**config.mk**
```make
export PLATFORM = sky130hd
export DESIGN_NAME = keypad_entry_ctrl
export DESIGN_NICKNAME = d
export VERILOG_FILES = /design/src/rtl/keypad_pkg.sv /design/src/rtl/kp_timer.sv /design/src/rtl/keypad_entry_ctrl.sv
export SDC_FILE = /design/constraint.sdc
export NUM_CORES = 1
export LEC_CHECK = 0
export BUFFER_PORTS_ARGS = -buffer_cell sky130_fd_sc_hd__buf_2
export CAP_MARGIN = 25
export CORE_MARGIN = 10
export CORE_UTILIZATION = 40
export CTS_CLUSTER_SIZE = 8
export DETAILED_ROUTE_END_ITERATION = 12
export PLACE_DENSITY_LB_ADDON = 0.12
export RECOVER_POWER = 25
export SLEW_MARGIN = 20
export SYNTH_ARGS = -nofsm -noshare
export SYNTH_HDL_FRONTEND = slang
export SYNTH_SLANG_ARGS = --single-unit
```
**constraint.sdc**
```tcl
create_clock -name clk -period 4 [get_ports clk]
set_input_delay 0.8 -clock clk [delete_from_list [all_inputs] [get_ports clk]]
set_output_delay 0.8 -clock clk [all_outputs]
set_load 0.05 [all_outputs]
```
**src/rtl/keypad_pkg.sv**
```systemverilog
`default_nettype none
// ============================================================================
// keypad_pkg : state encoding and shared widths for keypad_entry_ctrl
// Rev 1.0
// ============================================================================
package keypad_pkg;

  typedef enum logic [2:0] {
    ST_IDLE    = 3'd0,
    ST_COLLECT = 3'd1,
    ST_EVAL    = 3'd2,
    ST_OPEN    = 3'd3,
    ST_FAIL    = 3'd4,
    ST_LOCKOUT = 3'd5
  } state_e;

  localparam int DIGIT_W = 4;
  localparam int COUNT_W = 3;
  localparam logic [DIGIT_W-1:0] MAX_DIGIT = 4'd9;

  function automatic int max2(input int a, input int b);
    return (a > b) ? a : b;
  endfunction

endpackage
`default_nettype wire

```
**src/rtl/kp_timer.sv**
```systemverilog
`default_nettype none
// ============================================================================
// kp_timer : loadable down-counter that stops at zero and flags expiry
// Rev 1.0
// ============================================================================
module kp_timer #(
  parameter int W = 4
) (
  input  logic         clk,
  input  logic         rst_n,
  input  logic         load,
  input  logic [W-1:0] value,
  output logic         expired
);

  logic [W-1:0] count_q;
  logic [W-1:0] count_d;

  always_comb begin
    count_d = count_q;
    if (load) begin
      count_d = value;
    end else if (count_q != '0) begin
      count_d = count_q - 1'b1;
    end
  end

  always_ff @(posedge clk or negedge rst_n) begin
    if (!rst_n) begin
      count_q <= '0;
    end else begin
      count_q <= count_d;
    end
  end

  assign expired = (count_q == '0);

endmodule
`default_nettype wire

```
**src/rtl/keypad_entry_ctrl.sv**
```systemverilog
`default_nettype none
// ============================================================================
// keypad_entry_ctrl : digit sequencing, verdict wait, open window and lockout
// Optional inter-digit timeout: define KEYPAD_DIGIT_TIMEOUT_EN.  Rev 1.0
// ============================================================================
module keypad_entry_ctrl
  import keypad_pkg::*;
#(
  parameter int CODE_LEN       = 4,
  parameter int OPEN_CYCLES    = 1000,
  parameter int EVAL_TMO       = 16,
  parameter int MAX_FAILS      = 3,
  parameter int LOCKOUT_CYCLES = 5000,
  parameter int DIGIT_TMO      = 2000
) (
  input  logic               clk,
  input  logic               rst,
  input  logic               key_valid,
  input  logic [DIGIT_W-1:0] key_digit,
  input  logic               key_clear,
  input  logic               lock_unlocked,
  input  logic               lock_locked,
  output logic [DIGIT_W-1:0] lock_number,
  output logic [COUNT_W-1:0] lock_count,
  output logic               lock_clear,
  output logic               key_ready,
  output logic               door_open,
  output logic               lockout,
  output logic               attempt_fail,
  output logic [3:0]         fail_count,
  output logic [2:0]         state_out
);

  localparam int MAX_CYC = max2(max2(OPEN_CYCLES, EVAL_TMO), max2(LOCKOUT_CYCLES, DIGIT_TMO));
  localparam int TMR_W   = (MAX_CYC > 1) ? $clog2(MAX_CYC) : 1;

  localparam logic [TMR_W-1:0] OPEN_LD = TMR_W'(OPEN_CYCLES - 1);
  localparam logic [TMR_W-1:0] EVAL_LD = TMR_W'(EVAL_TMO - 1);
  localparam logic [TMR_W-1:0] LOCK_LD = TMR_W'(LOCKOUT_CYCLES - 1);
`ifdef KEYPAD_DIGIT_TIMEOUT_EN
  localparam logic [TMR_W-1:0] DIGIT_LD = TMR_W'(DIGIT_TMO - 1);
`endif

  state_e             state_q, state_d;
  logic [DIGIT_W-1:0] lock_number_q, lock_number_d;
  logic [COUNT_W-1:0] lock_count_q, lock_count_d;
  logic               lock_clear_q, lock_clear_d;
  logic [3:0]         fail_count_q, fail_count_d;

  logic               tmr_load;
  logic [TMR_W-1:0]   tmr_value;
  logic               tmr_expired;
  logic               digit_ok;
  logic [3:0]         fail_next;

  kp_timer #(.W(TMR_W)) u_timer (
    .clk     (clk),
    .rst_n   (rst),
    .load    (tmr_load),
    .value   (tmr_value),
    .expired (tmr_expired)
  );

  assign digit_ok  = key_valid && (key_digit <= MAX_DIGIT);
  assign fail_next = (fail_count_q == 4'hF) ? 4'hF : fail_count_q + 4'd1;

  always_comb begin
    state_d       = state_q;
    lock_number_d = lock_number_q;
    lock_count_d  = lock_count_q;
    lock_clear_d  = 1'b0;
    fail_count_d  = fail_count_q;
    tmr_load      = 1'b0;
    tmr_value     = '0;

    unique case (state_q)
      ST_IDLE, ST_COLLECT: begin
        // A clear strobe always swallows a coincident digit, even in IDLE.
        if (key_clear) begin
          if (state_q == ST_COLLECT) begin
            lock_clear_d = 1'b1;
            lock_count_d = '0;
            state_d      = ST_IDLE;
          end
        end else if (digit_ok) begin
          lock_number_d = key_digit;
          lock_count_d  = lock_count_q + 3'd1;
          if (lock_count_q == COUNT_W'(CODE_LEN - 1)) begin
            state_d   = ST_EVAL;
            tmr_load  = 1'b1;
            tmr_value = EVAL_LD;
          end else begin
            state_d = ST_COLLECT;
`ifdef KEYPAD_DIGIT_TIMEOUT_EN
            tmr_load  = 1'b1;
            tmr_value = DIGIT_LD;
`endif
          end
        end
`ifdef KEYPAD_DIGIT_TIMEOUT_EN
        else if ((state_q == ST_COLLECT) && tmr_expired) begin
          state_d      = ST_FAIL;
          fail_count_d = fail_next;
          lock_clear_d = 1'b1;
          lock_count_d = '0;
        end
`endif
      end

      ST_EVAL: begin
        if (lock_unlocked) begin
          state_d      = ST_OPEN;
          fail_count_d = '0;
          tmr_load     = 1'b1;
          tmr_value    = OPEN_LD;
        end else if (lock_locked || tmr_expired) begin
          state_d      = ST_FAIL;
          fail_count_d = fail_next;
          lock_clear_d = 1'b1;
          lock_count_d = '0;
        end
      end

      ST_OPEN: begin
        if (tmr_expired) begin
          state_d      = ST_IDLE;
          lock_clear_d = 1'b1;
          lock_count_d = '0;
        end
      end

      ST_FAIL: begin
        if (fail_count_q >= 4'(MAX_FAILS)) begin
          state_d   = ST_LOCKOUT;
          tmr_load  = 1'b1;
          tmr_value = LOCK_LD;
        end else begin
          state_d = ST_IDLE;
        end
      end

      ST_LOCKOUT: begin
        if (tmr_expired) begin
          state_d      = ST_IDLE;
          fail_count_d = '0;
        end
      end

      default: state_d = ST_IDLE;
    endcase
  end

  always_ff @(posedge clk or negedge rst) begin
    if (!rst) begin
      state_q       <= ST_IDLE;
      lock_number_q <= '0;
      lock_count_q  <= '0;
      lock_clear_q  <= 1'b0;
      fail_count_q  <= '0;
    end else begin
      state_q       <= state_d;
      lock_number_q <= lock_number_d;
      lock_count_q  <= lock_count_d;
      lock_clear_q  <= lock_clear_d;
      fail_count_q  <= fail_count_d;
    end
  end

  assign lock_number  = lock_number_q;
  assign lock_count   = lock_count_q;
  assign lock_clear   = lock_clear_q;
  assign fail_count   = fail_count_q;
  assign state_out    = state_q;
  assign key_ready    = (state_q == ST_IDLE) || (state_q == ST_COLLECT);
  assign door_open    = (state_q == ST_OPEN);
  assign lockout      = (state_q == ST_LOCKOUT);
  assign attempt_fail = (state_q == ST_FAIL);

endmodule
`default_nettype wire

```
==> impl_metrics.json <==
{
  "outcome": "finished, violations left",
  "violations": "max-capacitance violations, max-slew violations",
  "design_area_sq_um": 1930,
  "grt_antenna_before_repair": 0,
  "synth_top_family_by_area": "simple AND/OR/NAND/NOR gates",
  "numPortBuffers": 28,
  "clk_latency_ps": 270,
  "fin_tns_setup_ps": 0,
  "min_path_cells": 1,
  "min_period_over_period_pct": 63.7,
  "viasPerCell": 5.64,
  "syn_area_sq_um": 1710,
  "grt_max_degree": 29,
  "min_period_ps": 2550,
  "setup_viol": 0,
  "startpoint_type": "register",
  "drc": 0,
  "skew_ps": 1.87,
  "dp_hpwl_mm": 3.00,
  "yosysWarnings": 0,
  "path_class": "register to register",
  "rr_worst_depth": 6,
  "nFillCells": 407,
  "cts.clk_slew.worst_paths_ps": 90,
  "synth-simple-area-share_pct": 20.6,
  "ios": 29,
  "grt_pass1_wl_mm": 6.87,
  "synthTopCellsByCount": "dfrtp_1, nor2_1, inv_1",
  "cp-startpoint": "u_timer.count_q[0]$_DFFE_PN0P_",
  "cp.arrival_ps": 2710,
  "die_height_microns": 85.4,
  "cts-root-buf": "clkbuf_8",
  "n_antenna_cell": 0,
  "cts_hold_buf": 0,
  "wirelength_mm": 3.98,
  "ys_async_sr_fraction_pct": 100,
  "relSlewSlack_pct": -1.37,
  "holdPathEnd": "lock_number[1]$_DFFE_PN0P_",
  "grt_use_total_pct": 11.1,
  "leakage_nw": 0.841,
  "powerDensity_nw_per_um2": 697,
  "fmax_ghz": 0.392,
  "regToRegEndpoint": "lock_count[2]$_DFFE_PN0P_",
  "fp.coreArea_sq_um": 4060,
  "dpl-instance-area_sq_um": 1870,
  "final_antenna_net_count": 0,
  "worstHoldStart": "lock_number[1]$_DFFE_PN0P_",
  "ys_seq_area_share_pct": 40.9,
  "worstMarginPinSlew_ps": 1520,
  "synth_flop_cell": "dfrtp_1",
  "dr.pass1.iters": 4,
  "clk_path_buf_depth": 2,
  "synth-edff-count": 0,
  "maxCapViolCount": 1,
  "netlist.top_cell.by_area": "dfrtp_1",
  "numCtsBuffers": 3,
  "avgSynthCellArea_sq_um": 9.84,
  "finalHoldViolCount": 0,
  "synthTopCellsByArea": "dfrtp_1, ha_1, mux2i_1",
  "synth-compound-area-share_pct": 19.2,
  "htreeDepth": 1,
  "cts-resized-gates": 0,
  "place_inst": 243,
  "synthCells": 174,
  "fin_nets": 213,
  "ys_types": 53,
  "hold_path.class": "register to register",
  "rows": 23,
  "die_w_microns": 85.4,
  "stdcell_count": 247,
  "initial_core_util_pct": 42.2,
  "timing.final.max_slew_violations": 29,
  "wl_per_cell_microns": 16.1,
  "overflow": 0,
  "cts_sinks": 28,
  "worst_setup_path_end_kind": "register",
  "ys_ff_latch": 28,
  "power.total_mw": 1.34,
  "synth_fa_ha_area_share_pct": 3.65,
  "yosys.area_share.xor_xnor_pct": 3.07,
  "grt_pass1_vias": 1476,
  "yosysMostFrequentCell": "dfrtp_1",
  "rrSetupSlack_ps": 1450,
  "post_cts_buffers": 0,
  "drive_gt1_share_pct": 21.3,
  "rsz0062_at_grt": "no",
  "area_delta_synth_final_pct": 12.5,
  "synth_mux_area_share_pct": 8.11,
  "die_area_sq_um": 7300,
  "vdd_drop_max_v": 0.000396,
  "yosysTopAreaCellShare_pct": 40.9,
  "crit_path_max_fanout": 14,
  "required_ps": 4160,
  "r2r_start": "u_timer.count_q[0]$_DFFE_PN0P_",
  "vias": 1393,
  "syn-num-nets": 189,
  "gp_congestion": 0.805,
  "drtIter0Drc": 64,
  "cts_tree": "done"
}
## how the worst max path moves through the flow
stage / endpoint / slack (ps) / depth (start not counted)
6_report: lock_count[2]$_DFFE_PN0P_ / 1450 / 6
5_1_grt: lock_count[2]$_DFFE_PN0P_ / 1320 / 6
4_1_cts: lock_count[2]$_DFFE_PN0P_ / 1440 / 6
3_5_place_dp: lock_count[2]$_DFFE_PN0P_ / 1460 / 6
3_3_place_gp: lock_count[2]$_DFFE_PN0P_ / 1540 / 6
2_1_floorplan: u_timer.count_q[4]$_DFFE_PN0P_ / 620 / 6
## registers in the layout, summed over array words and instances (netlist names)
name             flops
lock_number          4
u_timer.count_q     13
lock_count           3
fail_count           4
state_out            3
lock_clear           1
## layout make-up
type                    instances  area [sq um]  share of cell area (%)
flip-flops and latches         28           701                    36.4
repair buffers                 28           139                    7.21
multi-input cells             128           935                    48.5
clock buffers                   4          55.1                    2.86
well taps                      50          62.6                    3.25
inverters                       9          33.8                    1.75
## layout by cell type (no fill, tap or decap), drive strengths merged, types with 6 or more instances in the layout
master	instances
inv	9
buf	27
mux2	7
nand3	6
dfrtp	28
nor2	11
nand2	8
mux2i	6
nor3	6
o21ai	11
a21oi	7
## metal layers
metal / part of all wire (%) / global-route usage (%)
met1: 43 / 13.1
met2: 51 / 19.0
met3: 4.5 / 3.15
met4: 0.75 / 2.99
met5: 0 / 0
## critical path, stage by stage, from the launching register on
cell and delay (ps):
dfrtp_1 420, inv_1 130, ha_1 170, or3b_2 490
or4_4 550, a211oi_4 310, mux2_1 350
## power breakdown
| part | switching [mW] | internal (mW) | leakage (nW) |
|---|---|---|---|
| clock | 0.0835 | 0.0879 | 0.0288 |
| sequential | 0.119 | 0.385 | 0.337 |
| combinational | 0.434 | 0.233 | 0.475 |
## stage by stage
stage	worst slack, ps	hold WS, ps	utilization, %
2_1_floorplan	615	504	-
3_3_place_gp	1540	484	46.1
3_5_place_dp	1460	489	46.1
4_1_cts	1440	513	47.5
5_1_grt	1320	527	47.5
6_report	1450	510	47.5
## cells by family after synthesis
kind of cell / Yosys count
multiplexers: 13
adder cells (fa/ha/maj): 5
XOR/XNOR: 6
AO/OA/AOI/OAI: 45
AND/OR/NAND/NOR: 59
flip-flops: 28
buffers and inverters: 18
(Power assumes the default switching activity.)
